[src/rtl/popcount_accum.sv]
// popcount_accum: sums per-byte popcounts over a valid/ready frame and presents the frame total.
// Ports:
//   CLK, RESET (sync, active-high).
//   in_valid / in_ready / in_cnt / in_last: the input word stream.
//   out_valid / out_ready / out_total / out_words / out_ovf: the per-frame result, held until taken.
// Build option POPCOUNT_ACCUM_SAT_EN:
//   Saturating accumulators with an overflow flag on out_ovf.
//   Without it, the counters wrap and out_ovf is tied low.
module popcount_accum #(
  parameter int CNT_W  = 4,
  parameter int ACC_W  = 16,
  parameter int WCNT_W = 12
) (
  input  logic              CLK,
  input  logic              RESET,
  input  logic              in_valid,
  output logic              in_ready,
  input  logic [CNT_W-1:0]  in_cnt,
  input  logic              in_last,
  output logic              out_valid,
  input  logic              out_ready,
  output logic [ACC_W-1:0]  out_total,
  output logic [WCNT_W-1:0] out_words,
  output logic              out_ovf
);
  typedef enum logic {ACCUM, HOLD} state_t;
  state_t              state_q;
  logic [ACC_W-1:0]    acc_q, acc_d, total_q;
  logic [WCNT_W-1:0]   wcnt_q, wcnt_d, words_q;
  logic                in_acc;
  assign in_ready  = state_q == ACCUM;
  assign out_valid = state_q == HOLD;
  assign out_total = total_q;
  assign out_words = words_q;
  assign in_acc    = in_valid & in_ready;
`ifdef POPCOUNT_ACCUM_SAT_EN
  logic [ACC_W:0]  acc_sum;
  logic [WCNT_W:0] wcnt_sum;
  logic            ovf_q, ovf_d, out_ovf_q;
  // One extra carry bit per adder detects the add that would leave the range.
  assign acc_sum  = {1'b0, acc_q} + (ACC_W+1)'(in_cnt);
  assign wcnt_sum = {1'b0, wcnt_q} + (WCNT_W+1)'(1);
  assign acc_d    = acc_sum[ACC_W] ? '1 : acc_sum[ACC_W-1:0];
  assign wcnt_d   = wcnt_sum[WCNT_W] ? '1 : wcnt_sum[WCNT_W-1:0];
  assign ovf_d    = ovf_q | acc_sum[ACC_W] | wcnt_sum[WCNT_W];
  assign out_ovf  = out_ovf_q;
  always_ff @(posedge CLK) begin
    if (RESET) begin
      ovf_q     <= 1'b0;
      out_ovf_q <= 1'b0;
    end else if (in_acc) begin
      ovf_q     <= in_last ? 1'b0 : ovf_d;
      out_ovf_q <= in_last ? ovf_d : out_ovf_q;
    end
  end
`else
  assign acc_d   = acc_q + ACC_W'(in_cnt);
  assign wcnt_d  = wcnt_q + WCNT_W'(1);
  assign out_ovf = 1'b0;
`endif
  always_ff @(posedge CLK) begin
    if (RESET) begin
      state_q <= ACCUM;
      acc_q   <= '0;
      wcnt_q  <= '0;
      total_q <= '0;
      words_q <= '0;
    end else if (in_acc && in_last) begin
      total_q <= acc_d;
      words_q <= wcnt_d;
      acc_q   <= '0;
      wcnt_q  <= '0;
      state_q <= HOLD;
    end else if (in_acc) begin
      acc_q   <= acc_d;
      wcnt_q  <= wcnt_d;
    end else if (state_q == HOLD && out_ready) begin
      state_q <= ACCUM;
    end
  end
endmodule

[config.mk]
export PLATFORM = sky130hd
export DESIGN_NAME = popcount_accum
export DESIGN_NICKNAME = d
export VERILOG_FILES = /design/src/rtl/popcount_accum.sv
export SDC_FILE = /design/constraint.sdc
export NUM_CORES = 1
export LEC_CHECK = 0
export CORE_MARGIN = 10
export CORE_UTILIZATION = 58
export DETAILED_ROUTE_END_ITERATION = 8
export PLACE_DENSITY_LB_ADDON = 0.12
export RECOVER_POWER = 25
export SLEW_MARGIN = 20
export SYNTH_ARGS = -nofsm -noshare
export SYNTH_HDL_FRONTEND = slang
export SYNTH_SLANG_ARGS = --single-unit
export TNS_END_PERCENT = 50
[constraint.sdc]
create_clock -name CLK -period 4.2 [get_ports CLK]
set_input_delay 1.26 -clock CLK [delete_from_list [all_inputs] [get_ports CLK]]
set_output_delay 1.26 -clock CLK [all_outputs]
set_load 0.02 [all_outputs]
# Yosys cells after proc, flatten, opt, wreduce, memory -nomap -nowiden
# Index checks and enable logic that the tools add are counted.
[totals]
regBits = 57
inputBits = 9
output_inout_bits = 31
wordCells = 18
[classes]
add_sub_neg = 2
eq_ne = 1
n_mux = 3
n_bitwise = 2
n_reduce_logical = 5
[op_table]
columns = ["cell", "count"]
rows = [
  ["adder 16 x 4 -> 16 bit", 1],
  ["adder 12 x 1 -> 12 bit, second input constant", 1],
  ["two-way mux 1 bit", 3],
  ["logical AND 1 bit", 2],
  ["inequality test 2 x 1 -> 1 bit, second input constant", 1],
  ["AND reduction 2 bit", 1],
  ["nonzero test 2 bit", 1],
  ["OR reduction 2 bit", 1],
  ["AND 1 bit", 1],
  ["inverter 1 bit", 1],
]

# Depth between registers and ports, before layout
# Gate-level depths: netlist (run 1).
[depth]
depth_word = 5
ltp_mapped = 7

# Least setup slack after synthesis (run 1)
# OpenSTA, ideal clock, no wires.
[synth_timing]
path_type = "input to register"
from = "input port in_cnt[0]"
to = "register acc_q[12]"
setup_time_ns = 0.070
arrival_time_ns = 2.984
required_ns = 4.130
setup_slack_ns = 1.145
cell_stages = 7
path_buffers = 1
path_cell_list = "ha_1 -> fa_1 -> a211oi_1 -> or4_1 -> buf_2 -> or4_1 -> a21oi_1"
[synth_between]
elab_chain_len = 1
[synth_rtl]
columns = ["element", "line_no", "text"]
rows = [
  ["from (decl)", "18", "input logic [CNT_W-1:0] in_cnt,"],
  ["adder 16 x 4 -> 16 bit", "57", "assign acc_d = acc_q + ACC_W'(in_cnt);"],
  ["to (signal assigned)", "64", "acc_q <= '0;"],
  ["to (signal assigned)", "71", "acc_q <= '0;"],
  ["to (signal assigned)", "75", "acc_q <= acc_d;"],
  ["to (decl)", "28", "logic [ACC_W-1:0] acc_q, acc_d, total_q;"],
]
# Every way passes these cells.
# A chain may end at the register's enable or synchronous reset.

# Worst setup path after layout (run 1)
# Same ends and word-level chain as after synthesis.

==> implementation parameters, run 1 <==
Parameter                              Value

GRT
  Largest net degree at the start of global routing    32
  Global-route wire length before repair    10.2 mm
  Number of antenna violations at the first check in global routing    0
  Via count of the first global-routing pass    2136
  Total global routing track utilization    0.165
  Global route total overflow    0

Logic synthesis
  Post-Syn Instances    324
  Compound-cell area share of the yosys netlist    0.197
  Count of flip-flops with a built-in enable after synthesis    0
  Unique masters post-synth    37
  Sequential share of the synthesized area    0.420
  Post-synthesis simple-gate area fraction    0.240
  Asr flop ratio synth    0
  Syn_nets    339
  Yosys reg bits    57
  Synthesized area divided by synthesized cell count    8.39 um^2
  Mux contribution to synthesized area    0
  Netlist area before placement    2720 um^2
  Largest family of logic cells by synthesized area    simple AND/OR/NAND/NOR gates
  Synth warnings    0
  Area share of fa/ha/maj cells after synthesis    0.0304
  Xor/xnor share of the synthesized area    0.0645
  Main flop type after synthesis    sky130_fd_sc_hd__dfxtp_1

Route
  Mean number of vias per cell    5.90
  Post-route DRC    0
  Iteration-0 DRC Markers    177
  Uppermost signal routing layer after detailed routing    met4
  Post-Route WL    6.13 mm
  First-pass detailed-route iteration total    4
  Vias after detailed routing    2414
  Count of antenna-violating nets left after detailed routing    0
  Detailed-route wire length per cell    15.0 um
  DR WL met2    2.57 mm
  Met3 Routed Length    483 um
  Post-route met1 wirelength    2.99 mm

Hold path
  Hold Path Stages    2
  Min-Delay Endpoint    out_total[0]$_SDFFE_PP0P_
  Worst min-delay path class    flip-flop to flip-flop
  Hold Startpoint    out_total[0]$_SDFFE_PP0P_

Setup path
  Worst Setup End Kind    flip-flop
  Logic depth of the worst register-to-register path    4
  Startpoint Class    primary input
  Arrival time of the worst setup path    3.59 ns
  Worst flop-to-flop path startpoint    acc_q[5]$_SDFFE_PP0P_
  Internal reg-to-reg setup slack    1.90 ns
  Largest fanout on the critical path    8
  Crit Path Class    primary input to flip-flop
  Capturing point of the worst reg2reg path    acc_q[12]$_SDFFE_PP0P_
  Worst Path Required    4.46 ns

Timing
  RSZ-0062 raised after global routing    no
  Tightest Pin Transition    0.690 ns
  Final number of hold-violating endpoints    0
  Number of pins with negative max-slew slack in the final report    0
  Share of the clock period used by the worst path after layout    0.793
  Sum of negative setup slack    0 ns
  Worst max-slew margin expressed relative to the limit    0.540
  Tmin final    3.33 ns
  Clock skew after layout    0.00667 ns
  Fin worst setup slack    0.869 ns
  Fmax    300 MHz
  Final-report setup violation count    0

Pwr
  Combinational cell fraction of total power    0.133
  Proportion of total power due to net switching    0.261
  Leakage power    1.09 nW
  Total power per unit cell area    375 nW/um^2
  P_int    908 uW
  Sequential share of power    0.468
  Clk network pwr share    0.399
  Switching pwr    321 uW
  Max VDD drop    292 uV

Placed design
  Gp weighted congestion    0.809
  Estimated wirelength of the detail-placed design    4.28 mm
  Pre-CTS setup slack    0.537 ns
  IO buf count    38

CTS
  H-tree level count    3
  Clock tree from TritonCTS    done
  Root Driver    sky130_fd_sc_hd__clkbuf_8
  Total clock sinks    57
  Post-cts sizing count    0
  Buffers from clock root to sink, at most    2
  Setup Fix Bufs, Post-CTS    0
  Worst-path clk slew    0.06 ns
  Post-CTS Hold Fix Bufs    0
  CTS buffer count    9
  Clock latency at the later pin of the worst-skew pair    0.34 ns

Layout
  Most common library cell in the layout ignoring fill and taps    sky130_fd_sc_hd__dfxtp_1
  Relative area change from synthesis to final layout    20.6%
  Diodes inserted    0
  Share of layout cells above drive strength 1    0.0588
  Count of nets after finishing    367
  Most frequent cells in the layout    sky130_fd_sc_hd__dfxtp_1 (57), sky130_fd_sc_hd__nor2_1 (37), sky130_fd_sc_hd__nand2_1 (26)

Run status
  Status    finished, final reports clean

Die
  Std-Cell Rows    24
  Ports    40
  Total core area    4440 um^2
  Die Outline Area    7820 um^2
  Initial Util    0.611
  Die X    88.5 um
  Height of the chip    88.5 um

Run
  # Max-Cap Violations    0
## how the worst max path moves through the flow
stage,start,endpoint,cells past startpoint,slack [ns]
finish,in_cnt[0],acc_q[12]$_SDFFE_PP0P_,7,0.87
global route,in_cnt[0],acc_q[12]$_SDFFE_PP0P_,7,0.74
CTS,in_cnt[0],acc_q[12]$_SDFFE_PP0P_,7,0.88
detailed placement,in_cnt[0],acc_q[12]$_SDFFE_PP0P_,7,0.54
global placement,in_cnt[0],acc_q[12]$_SDFFE_PP0P_,7,0.59
floorplan,in_cnt[0],acc_q[12]$_SDFFE_PP0P_,7,1.15
## cells in the mapped netlist (all sizes together), types with 2 or more instances
cell type / n / area (um^2)
dfxtp: 57 / 1140
nand2: 26 / 97.6
and3: 4 / 25.0
or3: 13 / 81.3
nand3b: 2 / 15.0
xnor2: 16 / 140
inv: 4 / 15.0
xor2: 4 / 35.0
o21ai: 16 / 80.1
a211oi: 12 / 90.1
nor3: 9 / 45.0
a21o: 2 / 15.0
or2: 2 / 12.5
clkbuf: 20 / 75.1
a21oi: 21 / 105
nand4: 6 / 37.5
ha: 5 / 62.6
nor2: 37 / 139
a311oi: 14 / 123
o21a: 3 / 22.5
o31ai: 11 / 82.6
or4: 10 / 75.1
nand3: 11 / 55.1
buf: 6 / 37.5
nor4: 4 / 25.0
## power by group through the flow
| stage | registers, mW | logic, mW | clock network [mW] |
|---|---|---|---|
| floorplan | 0.607 | 0.0842 | 0 |
| global placement | 0.587 | 0.167 | 0 |
| detailed placement | 0.588 | 0.169 | 0 |
| CTS | 0.576 | 0.169 | 0.496 |
| global route | 0.577 | 0.179 | 0.521 |
| finish | 0.575 | 0.163 | 0.491 |
## state kept, by name, summed over array words and instances (netlist names)
signal and count:
acc_q 16, out_total 16, out_words 12, wcnt_q 12, out_valid 1
## cells by family (layout without fill, tap and decap cells)
family	count (synthesis)	count (layout)
simple gates	129	129
compound gates	81	81
flops	57	57
buf+inv	30	63
xor+xnor	20	20
fa+ha+maj	6	6
other cells	1	1
## layout make-up
| class | instances | area, um^2 |
|---|---|---|
| multi-input combinational | 237 | 1450 |
| fill | 337 | 1170 |
| sequential | 57 | 1140 |
| timing repair buffer | 43 | 414 |
| clock buffer | 15 | 186 |
| tap | 52 | 65.1 |
| inverter | 4 | 15.0 |
| clock inverter | 1 | 7.51 |
## worst max-delay path, cell delays in order
cell and delay, ns:
sky130_fd_sc_hd__clkdlybuf4s50_1 0.47, sky130_fd_sc_hd__ha_1 0.20, sky130_fd_sc_hd__fa_1 0.24, sky130_fd_sc_hd__a211oi_1 0.11, sky130_fd_sc_hd__or4_1 0.60, sky130_fd_sc_hd__or4_1 0.54
sky130_fd_sc_hd__a21oi_1 0.16
## per-stage QoR
step           utilization  hold WS [ns]  total power, mW  std cells  instance area [um^2]
2_1_floorplan            -         0.440            0.691        324                  2720
3_3_place_gp         0.695         0.442            0.753        393                  3090
4_1_cts              0.738         0.455             1.24        409                  3280
3_5_place_dp         0.695         0.446            0.757        393                  3090
6_report             0.738         0.451             1.23        409                  3280
5_1_grt              0.738         0.478             1.28        409                  3280
## per-layer routing
metal  vias up  GRT usage
met3         9     0.0506
met2        61      0.238
li1       1238          -
met5         -          0
met1      1106      0.221
met4         0     0.0705
No activity file was read; power rests on OpenSTA's default activity.
==> run 2: changes to the inputs <==
--- a/config.mk
+++ b/config.mk
@@ -6,7 +6,7 @@
 export NUM_CORES = 1
 export LEC_CHECK = 0
 export CORE_MARGIN = 10
-export CORE_UTILIZATION = 58
+export CORE_UTILIZATION = 54
 export DETAILED_ROUTE_END_ITERATION = 8
 export PLACE_DENSITY_LB_ADDON = 0.12
 export RECOVER_POWER = 25
==> constraint.sdc (replaced) <==
create_clock -name CLK -period 3.4 [get_ports CLK]
set_input_delay 1.02 -clock CLK [delete_from_list [all_inputs] [get_ports CLK]]
set_output_delay 1.02 -clock CLK [all_outputs]
set_load 0.02 [all_outputs]
==> run 2 against run 1 <==
Net effect: critical path depth unchanged; first-iteration DRC count increased by 21%; critical path type unchanged; sequential share of layout area decreased by 0.48 points; register-to-register slack got worse by 0.69 ns; via count is 1.4% higher; power grew 30%; hold slack worse by 0.00054 ns; non-clock buffer count up 2.
==> implementation parameters, run 2 (synthesis results as in run 1) <==
Parameter                              Value

Setup path
  Logic depth of the worst register-to-register path    6 (was 4)
  Critical Path Slowest Stage Cell    sky130_fd_sc_hd__or4_1 (unchanged)
  Capturing point of the worst reg2reg path    acc_q[12]$_SDFFE_PP0P_ (unchanged)
  Worst Path Required    3.66 ns (was 4.46 ns)
  Arrival time of the worst setup path    3.26 ns (was 3.59 ns)
  Worst path most repeated cell    sky130_fd_sc_hd__or4_1 (unchanged)
  Startpoint Class    primary input (unchanged)
  Crit Path Class    primary input to flip-flop (unchanged)
  Worst Setup End Kind    flip-flop (unchanged)
  Internal reg-to-reg setup slack    1.21 ns (was 1.90 ns)
  Largest fanout on the critical path    3 (was 8)
  CP cell instances    clkdlybuf4s50_1 -> ha_1 -> fa_1 -> a211oi_1 -> or4_1 -> or4_1 -> a21oi_1 (unchanged)
  Worst flop-to-flop path startpoint    acc_q[0]$_SDFFE_PP0P_ (was acc_q[5]$_SDFFE_PP0P_)
  Critical Path Max Stage Delay    0.53 ns (was 0.60 ns)

Timing
  Sum of negative setup slack    0 ns (unchanged)
  Tmin final    3.00 ns
  Min Hold Slack    0.451 ns (about the same)
  Number of pins with negative max-slew slack in the final report    0 (unchanged)
  Fmax    333 MHz
  Clock skew after layout    0.0101 ns (was 0.00667 ns)
  Share of the clock period used by the worst path after layout    0.882
  RSZ-0062 raised after global routing    no (unchanged)
  Tightest Pin Transition    0.918 ns (was 0.690 ns)
  Final number of hold-violating endpoints    0 (unchanged)
  Worst max-slew margin expressed relative to the limit    0.388 (was 0.540)
  Fin worst setup slack    0.401 ns (was 0.869 ns)
  Final-report setup violation count    0 (unchanged)

Layout
  Layout filler cell count    417 (was 337)
  Count of nets after finishing    369 (was 367)
  Most frequent cells in the layout    sky130_fd_sc_hd__dfxtp_1 (57), sky130_fd_sc_hd__nor2_1 (37), sky130_fd_sc_hd__clkdlybuf4s50_1 (30) (was sky130_fd_sc_hd__dfxtp_1 (57), sky130_fd_sc_hd__nor2_1 (37), sky130_fd_sc_hd__nand2_1 (26))
  Share of layout cells above drive strength 1    0.0641 (was 0.0588)
  Utilization after layout    0.695 (was 0.738)
  Diodes inserted    0 (unchanged)
  Most common library cell in the layout ignoring fill and taps    sky130_fd_sc_hd__dfxtp_1 (unchanged)
  Relative area change from synthesis to final layout    22.3% (was 20.6%)

Hold path
  Min-Delay Endpoint    out_words[1]$_SDFFE_PP0P_ (was out_total[0]$_SDFFE_PP0P_)
  Hold Path Stages    2 (unchanged)
  Hold Startpoint    out_words[1]$_SDFFE_PP0P_ (was out_total[0]$_SDFFE_PP0P_)
  Worst min-delay path class    flip-flop to flip-flop (unchanged)

Route
  Count of antenna-violating nets left after detailed routing    0 (unchanged)
  Detailed-route wire length per cell    15.2 um (was 15.0 um)
  First-pass detailed-route iteration total    4 (unchanged)
  Mean number of vias per cell    5.75 (was 5.90)
  Post-Route WL    6.49 mm (was 6.13 mm)
  Iteration-0 DRC Markers    215 (was 177)
  Post-route DRC    0 (unchanged)
  Vias after detailed routing    2448 (was 2414)

GRT
  Number of antenna violations at the first check in global routing    0 (unchanged)
  Global route total overflow    0 (unchanged)
  Global-route wire length before repair    11.0 mm (was 10.2 mm)
  Via count of the first global-routing pass    2191 (was 2136)
  Total global routing track utilization    0.159 (was 0.165)
  Largest net degree at the start of global routing    32 (unchanged)

Die
  Die Outline Area    8270 um^2 (was 7820 um^2)
  Total core area    4790 um^2 (was 4440 um^2)
  Die X    90.9 um (was 88.5 um)
  Ports    40 (unchanged)
  Std-Cell Rows    25 (was 24)
  Height of the chip    90.9 um (was 88.5 um)
  Initial Util    0.568 (was 0.611)

CTS
  Clock latency at the later pin of the worst-skew pair    0.34 ns (about the same)
  Setup Fix Bufs, Post-CTS    0 (unchanged)
  H-tree level count    3 (unchanged)
  Clock tree from TritonCTS    done (unchanged)
  Post-cts sizing count    0 (unchanged)
  Total clock sinks    57 (unchanged)
  Worst-path clk slew    0.07 ns (was 0.06 ns)
  Post-CTS Hold Fix Bufs    0 (unchanged)
  Root Driver    sky130_fd_sc_hd__clkbuf_8 (unchanged)
  Buffers from clock root to sink, at most    2 (unchanged)
  CTS buffer count    9 (unchanged)

Placed design
  Estimated wirelength of the detail-placed design    4.45 mm (was 4.28 mm)
  Pre-CTS setup slack    0.0788 ns (was 0.537 ns)
  Gp weighted congestion    0.819 (was 0.809)
  IO buf count    38 (unchanged)

Pwr
  Leakage power    1.07 nW (was 1.09 nW)
  Total power per unit cell area    482 nW/um^2 (was 375 nW/um^2)
  Max VDD drop    396 uV (was 292 uV)

Run status
  Status    finished, final reports clean (unchanged)

Run
  # Max-Cap Violations    0 (unchanged)
==> run 2: changes by cell type in the layout (fill, tap and decap cells not counted) <==
| cell | before | now |
|---|---|---|
| sky130_fd_sc_hd__clkinv_2 | 0 | 3 |
| sky130_fd_sc_hd__bufinv_16 | 0 | 2 |
| sky130_fd_sc_hd__clkdlybuf4s50_1 | 18 | 30 |
| sky130_fd_sc_hd__dlygate4sd3_1 | 20 | 8 |
| sky130_fd_sc_hd__clkbuf_8 | 13 | 9 |
| sky130_fd_sc_hd__buf_4 | 4 | 5 |
| sky130_fd_sc_hd__and2_1 | 1 | 0 |
| sky130_fd_sc_hd__and2_0 | 0 | 1 |
==> run 2: worst max-delay path by stage <==
stage,start,end,slack [ns],cells after the start
after floorplan,in_cnt[0],acc_q[12]$_SDFFE_PP0P_,0.59,7
after global placement,in_cnt[0],acc_q[12]$_SDFFE_PP0P_,0.14,7
after detailed placement,in_cnt[0],acc_q[12]$_SDFFE_PP0P_,0.08,7
after CTS,in_cnt[0],acc_q[12]$_SDFFE_PP0P_,0.43,7
after global routing,in_cnt[0],acc_q[12]$_SDFFE_PP0P_,0.27,7
final,in_cnt[0],acc_q[12]$_SDFFE_PP0P_,0.40,7
==> run 2: final cells by class <==
class | count | area, um^2 | share of cell area
multi-input cells | 237 | 1450 | 0.436
flip-flops and latches | 57 | 1140 | 0.343
repair buffers | 45 | 425 | 0.128
clock buffers | 10 | 128 | 0.0384
well taps | 67 | 83.8 | 0.0252
clock inverters | 6 | 82.6 | 0.0248
inverters | 4 | 15.0 | 0.00452
==> run 2: where the power goes <==
group | internal (mW) | total, mW | switching [mW]
clock | 0.409 | 0.683 | 0.274
sequential | 0.695 | 0.711 | 0.0156
combinational | 0.0847 | 0.209 | 0.125
total | 1.19 | 1.60 | 0.414
==> run 2: per-stage QoR <==
| stage | total power, mW | area, um^2 | instances |
|---|---|---|---|
| final | 1.60 | 3320 | 426 |
| after global routing | 1.67 | 3320 | 426 |
| after CTS | 1.61 | 3330 | 426 |
| after detailed placement | 0.938 | 3120 | 410 |
| after global placement | 0.933 | 3120 | 410 |
| after floorplan | 0.854 | 2720 | 324 |
==> run 2: routing by layer <==
layer | GRT usage | wire length (um) | share of wire
met1 | 0.213 | 3140 | 0.48
met4 | 0.0561 | 74 | 0.011
met2 | 0.229 | 2840 | 0.44
met3 | 0.0576 | 430 | 0.066
met5 | 0 | 0 | 0
==> run 2: worst max-delay path: cells and delay by family <==
kind / cells / cell delay, ns
and+or+nand+nor: 2 / 1.04
buffers and inverters: 1 / 0.46
adders and majority gates: 2 / 0.45
AOI/OAI and AO/OA: 2 / 0.28
